File: config.mk
export PLATFORM = sky130hd
export DESIGN_NAME = pixel_spike_encoder
export DESIGN_NICKNAME = d
export VERILOG_FILES = /design/src/rtl/pixel_spike_encoder.sv
export SDC_FILE = /design/constraint.sdc
export NUM_CORES = 1
export LEC_CHECK = 0
export ABC_AREA = 1
export CAP_MARGIN = 10
export CORE_MARGIN = 2
export CORE_UTILIZATION = 59
export CTS_BUF_LIST = sky130_fd_sc_hd__clkbuf_16
export CTS_CLUSTER_SIZE = 12
export DETAILED_ROUTE_END_ITERATION = 8
export PLACE_DENSITY = 0.95
export SETUP_SLACK_MARGIN = 0.5
export SLEW_MARGIN = 10
export SYNTH_ARGS = -nofsm -noshare
export SYNTH_HDL_FRONTEND = slang
export SYNTH_SLANG_ARGS = --single-unit
File: constraint.sdc
create_clock -name clk -period 4.99 [get_ports clk]
set_input_delay 1.497 -clock clk [delete_from_list [all_inputs] [get_ports clk]]
set_output_delay 1.497 -clock clk [all_outputs]
set_load 0.02 [all_outputs]
File: src/rtl/pixel_spike_encoder.sv
// Rate-codes one frame of pixel intensities into NUM_STEPS spike vectors. Each spike
// is an LFSR threshold compare, and each timestep lasts PULSE_PERIOD clocks and ends with an integrate pulse.
module pixel_spike_encoder #(
  parameter int          N_PIXELS     = 5,
  parameter int          PIX_W        = 8,
  parameter int          NUM_STEPS    = 16,
  parameter int          PULSE_PERIOD = 4,
  parameter logic [15:0] LFSR_SEED    = 16'hACE1,
  localparam int         STEP_W       = (NUM_STEPS > 1) ? $clog2(NUM_STEPS) : 1,
  localparam int         PH_W         = $clog2(PULSE_PERIOD)
) (
  input  logic                      clk,
  input  logic                      reset,
  input  logic [N_PIXELS*PIX_W-1:0] pixels_in,
  input  logic                      start,
  input  logic                      stop,
  output logic                      start_ready,
  output logic [N_PIXELS-1:0]       L_1_pexel,
  output logic                      pulse,
  output logic                      busy,
  output logic                      done,
  output logic [STEP_W-1:0]         step_idx,
  output logic [1:0]                fsm_state
);

  typedef enum logic [1:0] {
    IDLE = 2'd0,
    RUN  = 2'd1,
    DONE = 2'd2
  } state_t;

  state_t                      state;
  logic [15:0]                 lfsr;
  logic [15:0]                 lfsr_next;
  logic [PH_W-1:0]             phase;
  logic [N_PIXELS*PIX_W-1:0]   pix_q;
  logic [N_PIXELS-1:0]         spikes;

  // Lane i compares against the low LFSR byte rotated left by (i mod 8), so lanes decorrelate.
  function automatic logic [N_PIXELS-1:0] enc(input logic [N_PIXELS*PIX_W-1:0] pix,
                                              input logic [15:0] l);
    logic [15:0]      dbl;
    logic [PIX_W-1:0] rnd;
    logic [PIX_W-1:0] p;
    enc = '0;
    for (int i = 0; i < N_PIXELS; i++) begin
      dbl    = {l[7:0], l[7:0]} << (i % 8);
      rnd    = PIX_W'(dbl[15:8]);
      p      = pix[PIX_W*i +: PIX_W];
      enc[i] = (p == {PIX_W{1'b1}}) || (p > rnd);
    end
  endfunction

  assign lfsr_next = {lfsr[14:0], lfsr[15] ^ lfsr[13] ^ lfsr[12] ^ lfsr[10]};

  // Handshake: start is accepted on a clock edge where start_ready=1. While busy=1, stop
  // aborts the frame at the next edge and takes priority over the step advance.
  always_ff @(posedge clk or negedge reset) begin
    if (!reset) begin
      state    <= IDLE;
      lfsr     <= LFSR_SEED;
      phase    <= '0;
      step_idx <= '0;
      pix_q    <= '0;
      spikes   <= '0;
    end else begin
      case (state)
        IDLE: begin
          if (start) begin
            pix_q    <= pixels_in;
            lfsr     <= LFSR_SEED;
            phase    <= '0;
            step_idx <= '0;
            spikes   <= enc(pixels_in, LFSR_SEED);
            state    <= RUN;
          end
        end
        RUN: begin
          if (stop) begin
            state    <= IDLE;
            phase    <= '0;
            step_idx <= '0;
            spikes   <= '0;
          end else if (phase == PH_W'(PULSE_PERIOD - 1)) begin
            phase <= '0;
            if (step_idx < STEP_W'(NUM_STEPS - 1)) begin
              step_idx <= step_idx + 1'b1;
              lfsr     <= lfsr_next;
              spikes   <= enc(pix_q, lfsr_next);
            end else begin
              state  <= DONE;
              spikes <= '0;
            end
          end else begin
            phase <= phase + 1'b1;
          end
        end
        DONE: begin
          state    <= IDLE;
          step_idx <= '0;
        end
        default: begin
          state <= IDLE;
        end
      endcase
    end
  end

  // All outputs are registers or decodes of registers only.
  assign L_1_pexel   = spikes;
  assign pulse       = (state == RUN) && (phase == PH_W'(PULSE_PERIOD - 1));
  assign busy        = (state == RUN);
  assign done        = (state == DONE);
  assign start_ready = (state == IDLE);
  assign fsm_state   = state;

endmodule

==> results of run 1 <==
-- power by group through the flow --
stage | Clock, mW | Sequential [mW] | Combinational (mW)
global route | 0.590 | 1.09 | 1.89
CTS | 0.566 | 1.06 | 1.66
floorplan | 0 | 1.03 | 1.12
finish | 0.565 | 1.07 | 1.70
detailed placement | 0 | 1.06 | 1.61
global placement | 0 | 1.04 | 1.48
-- placed cells by master, fill, tap and decap left out, types with 3 or more instances in the layout --
cell / Yosys / final
sky130_fd_sc_hd__o22ai_1: 3 / 3
sky130_fd_sc_hd__nand4_1: 10 / 10
sky130_fd_sc_hd__dfstp_2: 8 / 8
sky130_fd_sc_hd__inv_1: 52 / 53
sky130_fd_sc_hd__buf_4: 1 / 5
sky130_fd_sc_hd__nor2_1: 32 / 32
sky130_fd_sc_hd__nand2_2: 2 / 3
sky130_fd_sc_hd__inv_2: 4 / 4
sky130_fd_sc_hd__clkdlybuf4s50_1: 0 / 57
sky130_fd_sc_hd__ha_1: 39 / 39
sky130_fd_sc_hd__clkbuf_16: 0 / 9
sky130_fd_sc_hd__nor4_1: 3 / 3
sky130_fd_sc_hd__o21ai_0: 34 / 34
sky130_fd_sc_hd__o21ai_2: 5 / 5
sky130_fd_sc_hd__a21oi_1: 31 / 31
sky130_fd_sc_hd__nand3_2: 4 / 4
sky130_fd_sc_hd__clkinv_2: 0 / 6
sky130_fd_sc_hd__dfrtp_1: 61 / 61
sky130_fd_sc_hd__nor3_1: 6 / 6
sky130_fd_sc_hd__nand2_1: 82 / 81
sky130_fd_sc_hd__mux2_2: 18 / 18
sky130_fd_sc_hd__nand3_1: 30 / 30
-- synth_stat cells (all sizes together) --
library cell  instances
o2111ai               1
a32o                  1
mux2                 18
and3                  1
ha                   39
dfstp                 8
buf                   8
nor4                  3
xnor2                 1
a22oi                 1
a21boi                1
a31oi                 2
nand2                84
a41oi                 1
clkbuf                5
o21a                  1
a21oi                31
inv                  56
a211oi                2
dfrtp                61
o21ai                39
nor3                  6
nand4                10
nand3                35
nor2                 35
o22ai                 3
-- layout make-up --
| class | count | area [um2] |
|---|---|---|
| fillers | 419 | 1570 |
| well taps | 77 | 96.3 |
| repair buffers | 63 | 613 |
| clock inverters | 7 | 33.8 |
| multi-input cells | 315 | 1980 |
| flip-flops and latches | 69 | 1740 |
| clock buffers | 9 | 225 |
| inverters | 56 | 210 |
-- worst max-delay path by stage --
stage	depth (start not counted)	to
CTS	4	busy
global route	4	busy
finish	4	busy
detailed placement	5	lfsr[0]
floorplan	5	pulse
global placement	4	pix_q[17]
-- routing by layer --
| metal | global-route usage, % | vias up | routed length [um] |
|---|---|---|---|
| li1 | - | 1656 | - |
| met1 | 35.6 | 1757 | 4070 |
| met2 | 51.3 | 199 | 5250 |
| met3 | 6.00 | 53 | 722 |
| met4 | 19.9 | 0 | 510 |
| met5 | 0 | - | 0 |
-- state kept, by name (all words and copies together) (netlist names) --
name and cells:
L_1_pexel 5, fsm_state 2, lfsr 16, phase 2, pix_q 40, step_idx 4
-- per-stage QoR --
stage	total power, mW	hold WS [ns]	setup WS, ns	cells
2_1_floorplan	2.15	0.464	2.22	453
3_3_place_gp	2.52	0.475	1.54	580
3_5_place_dp	2.67	0.486	1.51	580
4_1_cts	3.28	0.494	1.64	596
5_1_grt	3.57	0.530	1.58	596
6_report	3.33	0.487	1.62	596
-- cell families after synthesis --
kind of cell             after synthesis  share of synthesized area (%)
AO/OA/AOI/OAI                         83                           11.6
XOR/XNOR                               1                          0.219
adder cells (fa/ha/maj)               39                           12.2
buffers and inverters                 69                           7.20
flip-flops                            69                           43.4
multiplexers                          18                           5.07
AND/OR/NAND/NOR                      174                           20.2
-- critical path: cells and delay by family, from the launching register on --
family	cells	cell delay, ns
and+or+nand+nor	1	0.10
DFF	1	0.44
buffers and inverters	3	1.00
==> results_tabular.tex, run 1 <==
\begin{tabular}{lr}
\hline
Metric & Value \\
\hline
\multicolumn{2}{l}{\textbf{Logic synthesis}} \\
Syn Nets & 536 \\
Area fraction of the dominant cell type after synthesis & between 30\% and 40\% \\
Average instance area after synthesis & 8.82 um2 \\
Largest area contributor in the netlist & sky130\_fd\_sc\_hd\_\_dfrtp\_1 \\
Register bit total from synthesis & between 60 and 70 \\
Number of warnings reported in the yosys synthesis log & 0 \\
Netlist area before placement & 0.00400 mm2 \\
Synthesized instance count & 453 \\
Netlist cell types & 36 \\
Register area share after synthesis & between 40\% and 50\% \\
Top area cells in the synthesized netlist & sky130\_fd\_sc\_hd\_\_dfrtp\_1 (38\%), sky130\_fd\_sc\_hd\_\_ha\_1 (12\%), sky130\_fd\_sc\_hd\_\_nand2\_1 (7.7\%) \\
\multicolumn{2}{l}{\textbf{Routing}} \\
DRC errors left & 0 \\
Final wirelength & 10600 um \\
Vias & 3665 \\
Remaining antenna violation count after routing & 0 \\
Vias per cell & between 6 and 7 \\
Routed length per instance & between 15 and 20 um \\
Total iterations of the first detailed-routing run & 5 \\
Starting DRT DRC Count & 276 \\
\multicolumn{2}{l}{\textbf{Pwr}} \\
Design internal power & 1.83 mW \\
Reg power frac & 32.1\% \\
Switching power summed over all nets & 1.49 mW \\
Logic gate share of total power & 51.0\% \\
Worst-case vdd ir drop & 0.000469 V \\
Leak pwr & 2.32 nW \\
Pwr dens & 680 mW/mm2 \\
Fraction of power spent switching nets & 44.9\% \\
Clock network fraction of design power & between 10\% and 20\% \\
\multicolumn{2}{l}{\textbf{STA}} \\
Clock Skew & 0.00571 ns \\
Final number of setup-violating endpoints & 0 \\
Number of hold violations in the final report & 0 \\
Final min period & roughly 3.4 ns \\
Max-slew violation count & 0 \\
Max-slew headroom at the worst pin & 54.5\% \\
Highest achievable clock rate & 297 MHz \\
Unrepaired setup endpoints after global routing & false \\
Final cycle utilization of the critical path & 67.6\% \\
Final-layout setup total negative slack & 0 ns \\
Slew at the pin closest to its max-slew limit & roughly 0.7 ns \\
\multicolumn{2}{l}{\textbf{Floorplan}} \\
Die Footprint & 0.00745 mm2 \\
Die extent in y & about 86 um \\
Initial standard-cell utilization of the core & around 62\% \\
Number of top-level pins & 59 \\
Core Area & 0.00646 mm2 \\
FP Rows & 29 \\
Die Span X & 86.3 um \\
\multicolumn{2}{l}{\textbf{Global routing}} \\
Initial antenna violation count & 0 \\
Grt total ovfl & 0 \\
Number of global-route vias before repair & 3824 \\
Total global routing track utilization & 30.5\% \\
Largest net degree at the start of global routing & 40 \\
First-pass GRT wire length & 17600 um \\
\multicolumn{2}{l}{\textbf{Critical path}} \\
Required time of the critical path & 3.49 ns \\
Ordered cell list for the critical path & inv\_2 -> nor2\_4 -> buf\_4 -> clkdlybuf4s50\_1 \\
Critical Path Source Type & register \\
Arrival time of the worst setup path & 1.87 ns \\
Type of destination of the critical path & primary output \\
Launch point of the critical path & fsm\_state[0] \\
End of the worst register-to-register path & L\_1\_pexel[0] \\
Crit Path Category & register to primary output \\
Delay of the slowest cell on the worst path & 0.65 ns \\
FF-to-FF setup slack & 2.46 ns \\
Number of cells traversed by the worst register-to-register path & 12 \\
Critical Path Slowest Stage Cell & sky130\_fd\_sc\_hd\_\_clkdlybuf4s50\_1 \\
Max Fanout on Critical Path & 15 \\
R2R Path Start & lfsr[6] \\
\multicolumn{2}{l}{\textbf{Place}} \\
Half-perimeter wire length after placement & approximately 7300 um \\
Count of input and output buffers & 58 \\
Routability-driven placement congestion ratio & 0.865 \\
Placed cell area & about 0.0046 mm2 \\
\multicolumn{2}{l}{\textbf{Clocking}} \\
Worst-Skew Late Latency & 0.33 ns \\
Num Clock Sinks & 69 \\
Quantity of gates resized following cts & 0 \\
Hold-fix buffers at CTS & 0 \\
Number of buffers created by CTS & 9 \\
Maximum root-to-sink buffer count & 2 \\
H-tree levels & 3 \\
Cell at the root of the clock tree & sky130\_fd\_sc\_hd\_\_clkbuf\_16 \\
Clock transition at the register clock pins on the worst setup and hold paths after CTS & roughly 0.060 ns \\
Post-CTS repair timing setup buffer count & 0 \\
Clock tree from TritonCTS & done \\
\multicolumn{2}{l}{\textbf{Worst hold path}} \\
Count of cells along the worst hold path & 2 \\
Type of the tightest min-delay check & register to register \\
Hold Path End & L\_1\_pexel[3] \\
Hold path startpoint & L\_1\_pexel[3] \\
\multicolumn{2}{l}{\textbf{Cells and area}} \\
Number of inserted diodes & 0 \\
Post-route cell area & 0.00489 mm2 \\
Area added between synthesis and finish & 22.3\% \\
Post-route core utilization & roughly three quarters \\
Proportion of layout cells with a drive suffix above 1 & 12.9\% \\
Final Net Count & 597 \\
\multicolumn{2}{l}{\textbf{Job}} \\
Maximum capacitance violations & 0 \\
\multicolumn{2}{l}{\textbf{Outcome}} \\
Status & finished, final reports clean \\
\hline
\end{tabular}
(Power assumes the default switching activity.)
==> run 2: changes to the inputs <==
Settings changed: CORE_UTILIZATION 59 to 49, PLACE_DENSITY 0.95 to 0.88.
Clock period 4.99 ns to 3.1 ns, I/O delays scaled along.
==> run 2 against run 1 <==
Net effect:
- register-to-register slack lost 1.6 ns
- worst setup slack got worse by 1.1 ns
- final cell count is 4.2% higher
- first-iteration DRC count rose by 7.2%
- sequential cell count is the same
- clock power increased by 73%
- critical path depth down 2
==> results_tabular.tex, run 2 (same netlist as run 1, synthesis figures left out) <==
\begin{tabular}{lr}
\hline
Metric & Value \\
\hline
\multicolumn{2}{l}{\textbf{Routing}} \\
Vias & 3515 \\
Remaining antenna violation count after routing & 0 \\
DRC errors left & 0 \\
Final wirelength & around 10000 um \\
Vias per cell & 5.66 \\
Total iterations of the first detailed-routing run & 5 \\
Starting DRT DRC Count & 296 \\
Routed length per instance & 16.1 um \\
\multicolumn{2}{l}{\textbf{Clocking}} \\
Cell at the root of the clock tree & sky130\_fd\_sc\_hd\_\_clkbuf\_16 \\
Clock transition at the register clock pins on the worst setup and hold paths after CTS & 0.05 ns \\
Clock tree from TritonCTS & done \\
Maximum root-to-sink buffer count & 2 \\
Worst-Skew Late Latency & 0.33 ns \\
H-tree levels & 3 \\
Number of buffers created by CTS & 9 \\
Num Clock Sinks & 69 \\
\multicolumn{2}{l}{\textbf{Critical path}} \\
Critical Path End & start\_ready \\
Launch point of the critical path & fsm\_state[1] \\
Number of cells traversed by the worst register-to-register path & 12 \\
R2R Path Start & lfsr[13] \\
Required time of the critical path & 2.17 ns \\
Arrival time of the worst setup path & 1.61 ns \\
Family with the most delay on the worst path & buffers and inverters \\
Number of buffers and inverters on the critical path & 1 \\
Critical Path Source Type & register \\
Type of destination of the critical path & primary output \\
Ordered cell list for the critical path & nor2\_1 -> clkdlybuf4s50\_1 \\
Cell depth of the worst setup path & 2 \\
End of the worst register-to-register path & L\_1\_pexel[3] \\
FF-to-FF setup slack & 0.82 ns \\
Crit Path Category & register to primary output \\
Delay of the slowest cell on the worst path & 0.65 ns \\
Max Fanout on Critical Path & 5 \\
Critical Path Slowest Stage Cell & sky130\_fd\_sc\_hd\_\_clkdlybuf4s50\_1 \\
\multicolumn{2}{l}{\textbf{Cells and area}} \\
Post-Layout Cell Count & between 600 and 700 \\
Filler Cell Count & roughly 600 \\
Post-route cell area & 0.00498 mm2 \\
Most used cells in the layout excluding fill and tap cells & sky130\_fd\_sc\_hd\_\_nand2\_1 (81), sky130\_fd\_sc\_hd\_\_dfrtp\_1 (61), sky130\_fd\_sc\_hd\_\_clkdlybuf4s50\_1 (54) \\
Flip-flop count of the largest register after layout & 40 \\
Most common library cell in the layout ignoring fill and taps & sky130\_fd\_sc\_hd\_\_nand2\_1 \\
Area added between synthesis and finish & 24.5\% \\
Final Net Count & 597 \\
Number of inserted diodes & 0 \\
Register containing the most flip-flops in the final layout & pix\_q \\
Proportion of layout cells with a drive suffix above 1 & 12.7\% \\
Combined flip-flop and latch cell area & approximately 0.0017 mm2 \\
Multi-input logic area & 0.00198 mm2 \\
\multicolumn{2}{l}{\textbf{Place}} \\
Pre-CTS worst setup slack & $\sim$0.27 ns \\
Count of input and output buffers & 58 \\
Routability-driven placement congestion ratio & about 0.87 \\
Half-perimeter wire length after placement & 7250 um \\
Placed cell area & 0.00469 mm2 \\
Cell count after placement & 605 \\
\multicolumn{2}{l}{\textbf{Global routing}} \\
Number of global-route vias before repair & 3582 \\
Grt total ovfl & 0 \\
Initial antenna violation count & 0 \\
Total global routing track utilization & between 20\% and 30\% \\
First-pass GRT wire length & about 16000 um \\
Largest net degree at the start of global routing & 49 \\
\multicolumn{2}{l}{\textbf{Floorplan}} \\
Die Footprint & just under 0.009 mm2 \\
FP Rows & 32 \\
Die Span X & 94.3 um \\
Initial standard-cell utilization of the core & slightly above 50\% \\
Die extent in y & roughly 94 um \\
Core Area & 0.00781 mm2 \\
Number of top-level pins & 59 \\
\multicolumn{2}{l}{\textbf{STA}} \\
Slew at the pin closest to its max-slew limit & 0.673 ns \\
Crit path setup slack, layout & 0.556 ns \\
Unrepaired setup endpoints after global routing & false \\
Clock Skew & 0.00841 ns \\
Final number of setup-violating endpoints & 0 \\
Final cycle utilization of the critical path & 82.1\% \\
Max-slew headroom at the worst pin & between 50\% and 60\% \\
Highest achievable clock rate & 393 MHz \\
Number of hold violations in the final report & 0 \\
Max-slew violation count & 0 \\
Final min period & 2.54 ns \\
Final-layout setup total negative slack & 0 ns \\
\multicolumn{2}{l}{\textbf{Pwr}} \\
Pwr dens & 1070 mW/mm2 \\
Leak pwr & roughly 2.4 nW \\
Worst-case vdd ir drop & 0.000735 V \\
\multicolumn{2}{l}{\textbf{Job}} \\
Maximum capacitance violations & 0 \\
\multicolumn{2}{l}{\textbf{Worst hold path}} \\
Type of the tightest min-delay check & register to register \\
\multicolumn{2}{l}{\textbf{Outcome}} \\
Status & finished, final reports clean \\
\hline
\end{tabular}
-- run 2: changes by cell type in the layout (fill, tap and decap cells not counted), sizes merged --
cell,delta
dlygate4sd2,+1
clkinv,-1
clkdlybuf4s15,+1
bufinv,+1
dlymetal6s2s,+1
clkdlybuf4s50,-3
-- run 2: layout make-up --
cell class | instances | share of cell area, %
clock buffers | 9 | 4.52
clock inverters | 7 | 1.16
inverters | 56 | 4.22
multi-input cells | 315 | 39.8
flip-flops and latches | 69 | 34.9
well taps | 102 | 2.56
repair buffers | 63 | 12.8
-- run 2: tightest hold or removal path: cells and delay by family (launching register included) --
kind,cells,cell delay (ns)
and+or+nand+nor,2,0.12
DFF,1,0.36
-- run 2: per-stage QoR --
stage	hold slack [ns]	utilization, %	power, mW
floorplan	0.464	-	3.46
global placement	0.486	60.0	4.07
detailed placement	0.488	60.0	4.28
CTS	0.499	63.6	5.31
global route	0.515	63.7	5.75
finish	0.506	63.7	5.33
-- run 2: where the power goes --
part           internal (mW)  leakage (nW)  switching (mW)
clock network          0.610         0.148           0.369
registers               1.36         0.833           0.351
logic                   1.06          1.38            1.58
-- run 2: what timing repair did --
item                       4_1_cts  5_1_grt
hold buffers                     0        0
resized for setup                2        3
setup endpoints to repair        2        8
setup buffers                    0        0
-- run 2: worst min-delay path by stage --
stage            startpoint      endpoint  cells after the start
4_1_cts             lfsr[7]       lfsr[7]                      2
5_1_grt             lfsr[7]       lfsr[7]                      2
2_1_floorplan      phase[0]      phase[0]                      1
3_5_place_dp   L_1_pexel[4]  L_1_pexel[4]                      2
6_report           pix_q[4]      pix_q[4]                      2
3_3_place_gp       phase[0]      phase[0]                      1
-- run 2: routing by layer --
| metal | up-vias | global-route usage, % | share of wire [%] |
|---|---|---|---|
| met5 | - | 0 | 0 |
| met4 | 0 | 11.8 | 3.1 |
| met3 | 32 | 5.38 | 5.9 |
| met2 | 144 | 41.2 | 52 |
| met1 | 1682 | 27.4 | 39 |
| li1 | 1657 | - | - |
==> run 3: changes to the inputs <==
Clock period 3.1 ns to 2.3 ns, I/O delays scaled along.
==> run 3 against run 2 <==
Net effect:
- combinational power is 91% higher
- worst setup slack worse by 0.32 ns
- register-to-register slack worse by 0.59 ns
- power is 62% higher
- die area stayed put
- hold slack worse by 0.15 ns
- critical path depth is 14 higher
- clock skew is 0.00069 ns higher
==> results_tabular.tex, run 3 (same netlist as run 1, synthesis figures left out) <==
\begin{tabular}{lr}
\hline
Metric & Value \\
\hline
\multicolumn{2}{l}{\textbf{Outcome}} \\
Status & finished, final reports clean \\
\multicolumn{2}{l}{\textbf{Global routing}} \\
Grt total ovfl & 0 \\
Initial antenna violation count & 0 \\
Total global routing track utilization & 26.9\% \\
Number of global-route vias before repair & about 3900 \\
Largest net degree at the start of global routing & 70 \\
First-pass GRT wire length & roughly 18000 um \\
\multicolumn{2}{l}{\textbf{Cells and area}} \\
Final Net Count & 631 \\
Most used cells in the layout excluding fill and tap cells & sky130\_fd\_sc\_hd\_\_nand2\_1 (69), sky130\_fd\_sc\_hd\_\_dfrtp\_1 (59), sky130\_fd\_sc\_hd\_\_inv\_1 (46) \\
Post-Layout Cell Count & between 600 and 700 \\
Proportion of layout cells with a drive suffix above 1 & 27.5\% \\
Area added between synthesis and finish & 37.7\% \\
Register containing the most flip-flops in the final layout & pix\_q \\
Flip-flop count of the largest register after layout & 40 \\
Number of inserted diodes & 0 \\
Filler Cell Count & around 480 \\
Most common library cell in the layout ignoring fill and taps & sky130\_fd\_sc\_hd\_\_nand2\_1 \\
\multicolumn{2}{l}{\textbf{Pwr}} \\
Leak pwr & 2.59 nW \\
Clock network fraction of design power & between 10\% and 20\% \\
Overall power & between 8 and 9 mW \\
Design internal power & between 4 and 5 mW \\
Pwr dens & 1570 mW/mm2 \\
Switching power summed over all nets & 3.88 mW \\
Fraction of power spent switching nets & 44.9\% \\
Worst-case vdd ir drop & 0.00117 V \\
Reg power frac & 27.5\% \\
Logic gate share of total power & 58.4\% \\
\multicolumn{2}{l}{\textbf{Place}} \\
Cell count after placement & 615 \\
Pre-CTS worst setup slack & 0.0613 ns \\
Count of input and output buffers & a little under 60 \\
Half-perimeter wire length after placement & 7350 um \\
Routability-driven placement congestion ratio & $\sim$0.88 \\
\multicolumn{2}{l}{\textbf{Critical path}} \\
Most used cell along the critical path & sky130\_fd\_sc\_hd\_\_nand2\_1 \\
Required time of the critical path & between 2 and 3 ns \\
Arrival time of the worst setup path & 2.32 ns \\
Max Fanout on Critical Path & 4 \\
Ordered cell list for the critical path & nand2\_2 -> inv\_2 -> nor2\_1 -> nand2\_2 -> buf\_4 -> buf\_6 -> nand3\_2 -> nand2\_1 -> nand3\_2 -> nand2\_1 -> nand2\_1 -> nand2\_1 -> nand2\_1 -> nand2\_1 -> nand2\_1 -> a21oi\_1 \\
Crit Path Category & register to register \\
Critical Path Slowest Stage Cell & sky130\_fd\_sc\_hd\_\_dfstp\_2 \\
Delay of the slowest cell on the worst path & 0.56 ns \\
FF-to-FF setup slack & between 0.2 and 0.25 ns \\
Type of destination of the critical path & register \\
Critical Path Source Type & register \\
\multicolumn{2}{l}{\textbf{Routing}} \\
Starting DRT DRC Count & roughly 420 \\
Routed length per instance & $\sim$18 um \\
Vias & 3817 \\
Remaining antenna violation count after routing & 0 \\
Final wirelength & $\sim$12000 um \\
DRC errors left & 0 \\
Vias per cell & about 6 \\
Total iterations of the first detailed-routing run & 5 \\
\multicolumn{2}{l}{\textbf{Floorplan}} \\
Initial standard-cell utilization of the core & 51.2\% \\
FP Rows & 32 \\
Number of top-level pins & 59 \\
Die Footprint & 0.00890 mm2 \\
Die Span X & 94.3 um \\
Die extent in y & 94.3 um \\
Core Area & 0.00781 mm2 \\
\multicolumn{2}{l}{\textbf{STA}} \\
Final-layout setup total negative slack & 0 ns \\
Final number of setup-violating endpoints & 0 \\
Slew at the pin closest to its max-slew limit & between 0.3 and 0.4 ns \\
Highest achievable clock rate & 484 MHz \\
Final cycle utilization of the critical path & 89.8\% \\
Max-slew headroom at the worst pin & 74.7\% \\
Crit path setup slack, layout & about 0.23 ns \\
Hold Slack & $\sim$0.36 ns \\
Number of hold violations in the final report & 0 \\
Unrepaired setup endpoints after global routing & true \\
Max-slew violation count & 0 \\
Final min period & 2.07 ns \\
Clock Skew & 0.00910 ns \\
\multicolumn{2}{l}{\textbf{Job}} \\
Maximum capacitance violations & 0 \\
\multicolumn{2}{l}{\textbf{Clocking}} \\
Clock transition at the register clock pins on the worst setup and hold paths after CTS & 0.05 ns \\
Cell at the root of the clock tree & sky130\_fd\_sc\_hd\_\_clkbuf\_16 \\
H-tree levels & 3 \\
Hold-fix buffers at CTS & 0 \\
Maximum root-to-sink buffer count & 2 \\
Worst-Skew Late Latency & between 0.3 and 0.4 ns \\
Num Clock Sinks & 69 \\
Clock tree from TritonCTS & done \\
Number of buffers created by CTS & 9 \\
\multicolumn{2}{l}{\textbf{Worst hold path}} \\
Type of the tightest min-delay check & input pin to async pin \\
\hline
\end{tabular}
## run 3: changes by cell type in the layout (fill, tap and decap cells not counted), moves of 5 or more
cell                              previous run  this run
sky130_fd_sc_hd__clkdlybuf4s50_1            54        41
sky130_fd_sc_hd__nand2_4                     1         7
sky130_fd_sc_hd__buf_6                       0        10
sky130_fd_sc_hd__nand2_2                     2         8
sky130_fd_sc_hd__nand3_1                    30        25
sky130_fd_sc_hd__ha_1                       39        32
sky130_fd_sc_hd__ha_4                        0         7
sky130_fd_sc_hd__dlygate4sd2_1               1        10
sky130_fd_sc_hd__nor2_1                     32        24
sky130_fd_sc_hd__buf_4                       3        28
sky130_fd_sc_hd__nand2_1                    81        69
sky130_fd_sc_hd__inv_2                       4        11
sky130_fd_sc_hd__inv_1                      53        46
## run 3: routing by layer
layer | vias up | global-route usage, % | wire, um
met1 | 1847 | 31.5 | 4560
met2 | 189 | 45.7 | 6120
met5 | - | 0 | 0
li1 | 1720 | - | -
met3 | 61 | 5.30 | 721
met4 | 0 | 15.8 | 622
## run 3: what timing repair did
item | in CTS | in global routing
resized for setup | 73 | 39
gates cloned | 0 | 1
setup endpoints to repair | 36 | 23
setup buffers | 13 | 10
pin swaps | 29 | 9
## run 3: worst paths after layout
check / cells after the start / end / startpoint
worst max-delay path: 16 / L_1_pexel[1] / lfsr[13]
worst max register to register: 16 / L_1_pexel[1] / lfsr[13]
worst min-delay path: 2 / pix_q[7] / reset
max in group asynchronous: 2 / lfsr[10] / reset
min in group clk: 2 / lfsr[11] / lfsr[11]
worst min register to register: 2 / lfsr[11] / lfsr[11]
## run 3: worst max-delay path, delay by kind of cell (launching register included)
family	cells	cell delay (ns)
flops	1	0.56
buf+inv	3	0.24
compound gates	1	0.15
simple gates	12	1.03
## run 3: area by class of cell
class / count / area (um2) / area share, %
clock inverter: 7 / 27.5 / 0.500
sequential: 69 / 1740 / 31.6
clock buffer: 9 / 225 / 4.09
multi-input combinational: 315 / 2230 / 40.4
tap: 102 / 128 / 2.32
inverter: 56 / 220 / 4.00
timing repair buffer: 97 / 941 / 17.1
## run 3: power groups by stage
stage	logic, mW	registers [mW]	clock network, mW
3_3_place_gp	3.47	2.28	0
5_1_grt	5.51	2.42	1.27
3_5_place_dp	3.74	2.32	0
2_1_floorplan	2.51	2.25	0
4_1_cts	4.36	2.33	1.21
6_report	5.04	2.38	1.21
## run 3: per-stage QoR
step,cell area (um2),util (%)
global route,5510,70.5
floorplan,4020,-
global placement,4800,61.5
detailed placement,4800,61.5
CTS,5270,67.5
finish,5510,70.5
